<file path="src/rtl/rs_encoder.sv">
// Systematic RS(204,188) byte-serial encoder over GF(2^8), poly 0x11D, t=8.
// Forwards the 188 message bytes, then emits 16 parity bytes from the LFSR.
module rs_encoder (
    input  logic       Clk,
    input  logic       Reset,
    input  logic [7:0] In_Data,
    input  logic       In_Valid,
    input  logic       In_Sop,
    output logic       In_Ready,
    output logic [7:0] Out_Data,
    output logic       Out_Valid,
    output logic       Out_Sop,
    output logic       Out_Eop
);

    localparam int K    = 188;
    localparam int N    = 204;
    localparam int NPAR = N - K;

    // g(x) = prod_{i=0..15} (x + alpha^i); element [i] is the coefficient of x^i.
    localparam logic [NPAR-1:0][7:0] GEN = {
        8'd59,  8'd13,  8'd104, 8'd189, 8'd68,  8'd209, 8'd30,  8'd8,
        8'd163, 8'd65,  8'd41,  8'd229, 8'd98,  8'd50,  8'd36,  8'd59
    };

    typedef enum logic [1:0] {IDLE, DATA, PARITY} state_t;

    state_t     state, state_n;
    logic [7:0] cnt, cnt_n;
    logic [3:0] pcnt, pcnt_n;
    logic [7:0] r   [NPAR];
    logic [7:0] r_n [NPAR];
    logic [7:0] data_n;
    logic       valid_n, sop_n, eop_n;
    logic       accept, restart;
    logic [7:0] fb;

    // With a constant first operand this collapses to a fixed XOR network.
    function automatic logic [7:0] gf_mul(input logic [7:0] a, input logic [7:0] b);
        logic [7:0] p;
        logic [7:0] x;
        p = 8'h00;
        x = a;
        for (int i = 0; i < 8; i++) begin
            if (b[i]) p = p ^ x;
            x = {x[6:0], 1'b0} ^ (x[7] ? 8'h1D : 8'h00);
        end
        return p;
    endfunction

    assign In_Ready = (state != PARITY);
    assign accept   = In_Valid && In_Ready;
    assign restart  = accept && In_Sop;
    // A start-of-packet byte sees an all-zero register, so no explicit clear cycle is needed.
    assign fb       = In_Data ^ (restart ? 8'h00 : r[NPAR-1]);

    always_comb begin
        state_n = state;
        cnt_n   = cnt;
        pcnt_n  = pcnt;
        for (int i = 0; i < NPAR; i++) r_n[i] = r[i];
        data_n  = Out_Data;
        valid_n = 1'b0;
        sop_n   = 1'b0;
        eop_n   = 1'b0;
        case (state)
            IDLE, DATA: begin
                if (accept && (restart || state == DATA)) begin
                    data_n  = In_Data;
                    valid_n = 1'b1;
                    sop_n   = restart;
                    r_n[0]  = gf_mul(GEN[0], fb);
                    for (int i = 1; i < NPAR; i++)
                        r_n[i] = (restart ? 8'h00 : r[i-1]) ^ gf_mul(GEN[i], fb);
                    if (restart) begin
                        state_n = DATA;
                        cnt_n   = 8'd1;
                    end else if (cnt == 8'(K - 1)) begin
                        state_n = PARITY;
                        cnt_n   = 8'd0;
                        pcnt_n  = 4'd0;
                    end else begin
                        cnt_n = cnt + 8'd1;
                    end
                end
            end
            PARITY: begin
                data_n  = r[NPAR-1];
                valid_n = 1'b1;
                eop_n   = (pcnt == 4'(NPAR - 1));
                r_n[0]  = 8'h00;
                for (int i = 1; i < NPAR; i++) r_n[i] = r[i-1];
                if (pcnt == 4'(NPAR - 1)) begin
                    state_n = IDLE;
                    pcnt_n  = 4'd0;
                end else begin
                    pcnt_n = pcnt + 4'd1;
                end
            end
            default: state_n = IDLE;
        endcase
    end

    always_ff @(posedge Clk or negedge Reset) begin
        if (!Reset) begin
            state     <= IDLE;
            cnt       <= 8'd0;
            pcnt      <= 4'd0;
            for (int i = 0; i < NPAR; i++) r[i] <= 8'h00;
            Out_Data  <= 8'h00;
            Out_Valid <= 1'b0;
            Out_Sop   <= 1'b0;
            Out_Eop   <= 1'b0;
        end else begin
            state     <= state_n;
            cnt       <= cnt_n;
            pcnt      <= pcnt_n;
            for (int i = 0; i < NPAR; i++) r[i] <= r_n[i];
            Out_Data  <= data_n;
            Out_Valid <= valid_n;
            Out_Sop   <= sop_n;
            Out_Eop   <= eop_n;
        end
    end

endmodule

</file>
<file path="config.mk">
export PLATFORM = sky130hd
export DESIGN_NAME = rs_encoder
export DESIGN_NICKNAME = d
export VERILOG_FILES = /design/src/rtl/rs_encoder.sv
export SDC_FILE = /design/constraint.sdc
export NUM_CORES = 1
export LEC_CHECK = 0
export BUFFER_PORTS_ARGS = -buffer_cell sky130_fd_sc_hd__buf_2
export CORE_MARGIN = 3
export CORE_UTILIZATION = 40
export CTS_BUF_LIST = sky130_fd_sc_hd__clkbuf_8
export DETAILED_ROUTE_END_ITERATION = 7
export PLACE_DENSITY = 0.55
export SETUP_SLACK_MARGIN = 0.15
export SLEW_MARGIN = 30
export SYNTH_ARGS = -nofsm -noshare
export SYNTH_HDL_FRONTEND = slang
export SYNTH_SLANG_ARGS = --single-unit
</file>
<file path="constraint.sdc">
create_clock -name Clk -period 3.5 [get_ports Clk]
set_input_delay 0.7 -clock Clk [delete_from_list [all_inputs] [get_ports Clk]]
set_output_delay 0.7 -clock Clk [all_outputs]
set_load 0.01 [all_outputs]
</file>
# Word level (Yosys, flattened, before mapping)
# Index checks and enable logic that the tools add are counted.
# Widths: inputs -> output; s select.
[totals] reg_bits=153 latchBits=0 ram_bits=0 rom_bits=0 in_bits=12 out_inout_bits=12 elab_cells=564 n_memories=0
[classes] add_sub_neg=2 multipliers=0 div=0 order_cmp=0 eq_ne=10 shift=0 mux=397 bitwise=121 reduce_logical=11
[ops] cell="$mux 8" n=316
[ops] cell="$pmux 128 s2" n=1
[ops] cell="$mux 7" n=30
[ops] cell="$not 5->5" n=29
[ops] cell="$mux 128" n=1
[ops] cell="$xor 8x8->8" n=16
[ops] cell="$mux 6" n=18
[ops] cell="$not 3->3" n=28
[ops] cell="$not 4->4" n=21
[ops] cell="$not 6->6" n=13
[ops] cell="$mux 5" n=9
[ops] cell="$mux 4" n=8
[ops] cell="$not 7->7" n=3
[ops] cell="$pmux 8 s2" n=1
[ops] cell="$not 2->2" n=6
[ops] cell="$ne 2x2->1 const B" n=5
[ops] cell="$add 8x1->8 const B" n=1
[ops] cell="$eq 8x8->1 const B" n=1
[ops] cell="$mux 2" n=4
[ops] cell="$not 8->8" n=1
[ops] cell="$pmux 4 s2" n=1
[ops] cell="$mux 3" n=2
[ops] cell="$add 4x1->4 const B" n=1
[ops] cell="$eq 4x4->1 const B" n=1
[ops] cell="other kinds (15)" n=24

# Logic depth before layout (Yosys ltp)
[logic_depth] ltp_word=39 ltp_mapped=12 ltp_nobuf=9

# Worst setup path before layout
# No wires, ideal clock.
[synth_path] kind="input -> register" start="input port In_Valid" end="register r[102] (netlist name)" setup_time_ns=0.142 arrival_time_ns=2.825 t_required_ns=3.358 setup_slack_ns=0.533 stages=10 path_buffers=2 cell_sequence="buf_2 nand2_2 o21ai_2 xor2_2 buf_4 xnor3_1 xnor2_1 a211o_1 o21ai_0 a21oi_1"
[synth_via] elab_chain_cells=34 elab_cells_between_ends=39 classes_between="1 x eq/ne; 27 x mux; 6 x bitwise; 5 x reduce/logical"
[synth_lines] item="start: declaration" line_no="7" rtl="input logic In_Valid,"
[synth_lines] item="$logic_and 1x1->1 *" line_no="52" rtl="assign accept = In_Valid && In_Ready;"
[synth_lines] item="$logic_and 1x1->1" line_no="53" rtl="assign restart = accept && In_Sop;"
[synth_lines] item="$mux 8" line_no="55" rtl="assign fb = In_Data ^ (restart ? 8'h00 : r[NPAR-1]);"
[synth_lines] item="$xor 8x8->8" line_no="55"
[synth_lines] item="$mux 7" line_no="45" rtl="if (b[i]) p = p ^ x;"
[synth_lines] item="$mux 8" line_no="68" rtl="if (accept && (restart || state == DATA)) begin"
[synth_lines] item="$mux 8" line_no="66" rtl="case (state)"
[synth_lines] item="$not 3->3 (no source line)"
[synth_lines] item="[... 18 more ...]"
[synth_lines] item="$mux 8" line_no="66"
[synth_lines] item="$not 5->5 (no source line)"
[synth_lines] item="$mux 7" line_no="45"
[synth_lines] item="$mux 8" line_no="68"
[synth_lines] item="$mux 8" line_no="66"
[synth_lines] item="$xor 8x8->8" line_no="74" rtl="r_n[i] = (restart ? 8'h00 : r[i-1]) ^ gf_mul(GEN[i], fb);"
[synth_lines] item="$mux 128" line_no="68"
[synth_lines] item="$pmux 128 s2" line_no="66"
[synth_lines] item="end: declaration" line_no="31" rtl="logic [7:0] r [NPAR];"
# Every way passes the cells marked *; elsewhere a longest branch is shown, timed or not. The select of a mux whose other input is x is not followed.
# A chain may end at the register's enable or synchronous reset.

# Worst setup path in the final report
[layout_path] start="register state[1]" end="register r[98] (netlist name)"
[layout_via] elab_chain_cells=35 elab_cells_between_ends=45 classes_between="4 x eq/ne; 25 x mux; 8 x bitwise; 8 x reduce/logical"
[layout_lines] item="start: declaration" line_no="28" rtl="state_t state, state_n;"
[layout_lines] item="start signal: assignment" line_no="115" rtl="state <= state_n;"
[layout_lines] item="$ne 2x2->1" line_no="51" rtl="assign In_Ready = (state != PARITY);"
[layout_lines] item="$logic_and 1x1->1" line_no="52"
[layout_lines] item="$logic_and 1x1->1" line_no="53"
[layout_lines] item="$mux 8" line_no="55"
[layout_lines] item="$xor 8x8->8" line_no="55"
[layout_lines] item="$mux 8" line_no="45"
[layout_lines] item="$mux 8" line_no="68"
[layout_lines] item="$mux 8" line_no="66"
[layout_lines] item="[... 19 more ...]"
[layout_lines] item="$mux 8" line_no="66"
[layout_lines] item="$not 5->5 (no source line)"
[layout_lines] item="$mux 7" line_no="45"
[layout_lines] item="$mux 8" line_no="68"
[layout_lines] item="$mux 8" line_no="66"
[layout_lines] item="$xor 8x8->8" line_no="74"
[layout_lines] item="$mux 128" line_no="68"
[layout_lines] item="$pmux 128 s2" line_no="66"
# Several ways; a longest one is shown, not always the timed one. The select of a mux whose other input is x is not followed.

==> summary.md <==
| Metric | Value |
|---|---|
| Postcts setup bufs | 0 |
| Critical path arrival | 3.48 ns |
| Post-route design area | roughly 0.011 sq mm |
| GRT Util Overall | roughly a quarter |
| VDD IR-drop max | between 500 and 600 uV |
| Power per cell area | between 1000 and 1500 mW/mm^2 |
| DR DRC count | 0 |
| Routed vias/inst | approximately 5.6 |
| Element type at the critical path start | flop |
| CTS Sinks | 153 |
| Setup ws final | 0.3766 ns |
| Congestion Overflow GR | 0 |
| Crit path to | r[98] |
| Fin Hold WS | between 0.2 and 0.25 ns |
| Initial cell density of the core | 40.93% |
| Main combinational cell family by area after synthesis | XOR/XNOR gates |
| Row cnt | 56 |
| CP Capture Type | flop |
| Xor/xnor share of the synthesized area | between 20% and 30% |
| Core area | approximately 0.024 sq mm |
| Clk_skew | between 0.01 and 0.015 ns |
| Placed inst area | roughly 0.010 sq mm |
| Register bit count reported by yosys | between 150 and 200 |
| Critical Path RT | a little under 4 ns |
| CTS max path bufs | 2 |
| Post-synthesis cell count | between 1000 and 1500 |
| Clk pwr share | between 10% and 20% |
| Worst Reg-to-Reg Cells | 9 |
| CTS tree | built |
| Slew Limit Headroom | 43.17% |
| # diodes | 0 |
| Initial antenna violation count | 0 |
| Worst min path class | in -> async |
| Main flop type after synthesis | dfrtp_1 |
| Clock Latency Late Sink | between 0.4 and 0.5 ns |
| Post-Syn Nets | approximately 1100 |
| WS Path Type | reg -> reg |
| CTS root buf | clkbuf_8 |
| Worst R2R Start | state[1] |
| Post-CTS Resized | 0 |
| Nets | ~1100 |
| Antenna Violating Nets Remaining | 0 |
| Clk pin slew, worst setup/hold paths | roughly 0.1 ns |
| Max-slew violations | 0 |
| Die ar. | 0.02599 sq mm |
| Synth Area in Simple Gates | 14.95% |
| Gp weighted congestion | 0.8556 |
| Post-DP HPWL | approximately 20000 microns |
| First-pass GRT wire length | 46980 microns |
| RSZ-0062 raised after global routing | no |
| H-tree Lvls | 4 |
| Sequential share of power | between 20 and 25% |
| Comb pwr share | about two thirds |
| Crit Path Max Fanout | 11 |
| P&R area growth vs syn | 12.00% |
| Post-synthesis compound-gate area fraction | around a fifth |
| IO Count | 24 |
| Routed Wire Length | approximately 30000 microns |
| Mux share of post-synthesis cell area | approximately 1.1% |
| Pleak | between 4 and 5 nW |
| Synth Warn # | 0 |
| Synth Area in Adders | less than 1% |
| CTS buffer count | 17 |
| Vias in the first global route | between 7000 and 8000 |
| Buffers on Ports | 23 |
| Final non-filler cell total | between 1000 and 1500 |
| Placed cells | about 1400 |
| DR vias | ~8000 |
| Pre-CTS setup slack | around 0.23 ns |
| CP Launch Point | state[1] |
| Post-route clock period utilization | between 80% and 90% |
| Largest net degree at the start of global routing | 125 |
| Post-synthesis sequential area ratio | between 30% and 40% |
| Unique cell type count in the Yosys netlist | 60 |
| Setup TNS | 0 ns |
| Status | completed |
| Int Pwr | between 7 and 8 mW |
| Fin crit period | around 3.1 ns |
| Cts-stage hold buffer count | 0 |
| Final hold vios | 0 |
| Final Setup Violations | 0 |
| R2r endpoint | r[98] |
| Width of the die | 161.2 microns |
| P_sw | about 6.6 mW |
| Mean Syn Cell Area | around 8.7 sq um |
| Detailed Routing Iterations Pass 1 | 5 |
| DR iter-0 viols | slightly below 700 |
| Fraction of layout cells with a size suffix above 1 | about 14% |
| Slew @ Worst Pin | 0.8464 ns |
| Die height | approximately 160 microns |
| Syn Std Cell Area | 0.009635 sq mm |
| Post-synth EDFFs | 0 |
| Maxcap violations | 0 |
| Ys async rst share | between 90% and 100% |
| Switching share of power | a little under half |
| Maximum clock rate | between 300 and 400 MHz |
| Reg2reg setup slack | roughly 0.38 ns |
| WL/cell | 20.34 microns |
-- metal layers --
| metal | track usage, % | wire length (microns) |
|---|---|---|
| met1 | 34.67 | 14370 |
| met2 | 35.43 | 13320 |
| met3 | 3.360 | 1249 |
| met4 | 6.727 | 644 |
| met5 | 0 | 0 |
-- worst max-delay path: stages (launching register included) --
cell and delay (ns):
dfrtp_1 0.48, nor2b_4 0.40, buf_4 0.23, o21ai_2 0.08, xor2_2 0.20, xnor2_2 0.44
xor3_1 0.63, xnor2_1 0.22, nor3_1 0.06, a221o_1 0.26
-- metrics by stage --
stage          power, mW  util, %
5_1_grt            15.02    45.84
3_3_place_gp       12.35    44.05
3_5_place_dp       12.45    44.05
6_report           13.98    45.84
2_1_floorplan      9.905        -
4_1_cts            13.97    45.81
-- kinds of logic (layout without fill, tap and decap cells) --
logic type               Yosys count  in the layout
AND/OR/NAND/NOR                  343            343
AO/OA/AOI/OAI                    320            320
XOR/XNOR                         181            181
flip-flops                       153            153
buffers and inverters             93            126
multiplexers                      10             10
adder cells (fa/ha/maj)            2              2
-- power groups by stage --
stage          Sequential [mW]  Combinational [mW]  Clock [mW]
6_report                  3.38                9.12        1.48
3_5_place_dp              3.39                9.06           0
4_1_cts                   3.36                9.11        1.50
5_1_grt                   3.48                9.96        1.58
3_3_place_gp              3.38                8.97           0
2_1_floorplan             3.12                6.79           0
-- flip-flops by register name (all words and copies together), names as in the netlist --
name       cells
state          2
r            128
cnt            8
Out_Data       8
Out_Valid      1
Out_Sop        1
Out_Eop        1
pcnt           4
-- worst min path at each step --
stage | startpoint | to | slack, ns
6_report | Reset | pcnt[2] | 0.22
4_1_cts | Reset | pcnt[2] | 0.25
3_3_place_gp | r[30] | r[30] | 0.47
5_1_grt | Reset | pcnt[2] | 0.24
2_1_floorplan | Reset | Out_Data[0] | 0.40
3_5_place_dp | r[67] | r[67] | 0.47
-- Yosys cell counts, drive strengths merged, types with 3 or more instances --
cell | count | area, sq um
nor2 | 93 | 351.6
a221o | 3 | 30.03
o21a | 11 | 82.58
mux2i | 3 | 30.03
xnor2 | 93 | 953.4
inv | 12 | 45.04
and3 | 13 | 81.33
a21oi | 98 | 490.5
a211o | 6 | 52.55
dfrtp | 153 | 3829
nand2b | 3 | 18.77
o21ai | 100 | 530.5
nor2b | 4 | 32.53
nand4 | 3 | 18.77
mux2 | 7 | 78.82
nand2 | 173 | 651.9
buf | 21 | 135.1
xnor3 | 5 | 113.9
nand3 | 34 | 170.2
xor2 | 82 | 838.3
a211oi | 6 | 45.04
o22ai | 40 | 250.2
clkbuf | 58 | 217.7
a22oi | 22 | 165.2
nor3 | 13 | 65.06
a31oi | 21 | 131.4
-- layout by cell type, fill, tap and decap left out, drive strengths merged, types with 7 or more instances in the layout --
| master | instances |
|---|---|
| nand2 | 173 |
| dfrtp | 153 |
| o21ai | 100 |
| a21oi | 98 |
| nor2 | 93 |
| xnor2 | 93 |
| xor2 | 82 |
| buf | 80 |
| o22ai | 40 |
| nand3 | 34 |
| a22oi | 22 |
| a31oi | 21 |
| clkbuf | 20 |
| inv | 16 |
| and3 | 13 |
| nor3 | 13 |
| o21a | 11 |
| mux2 | 7 |
-- layout make-up --
class	instances	area (sq um)
clock inverter	12	138.9
sequential	153	3829
clock buffer	20	275.3
tap	319	399.1
timing repair buffer	80	624.3
fill	2346	12750
multi-input combinational	856	5470
inverter	14	55.05
(Power assumes the default switching activity.)
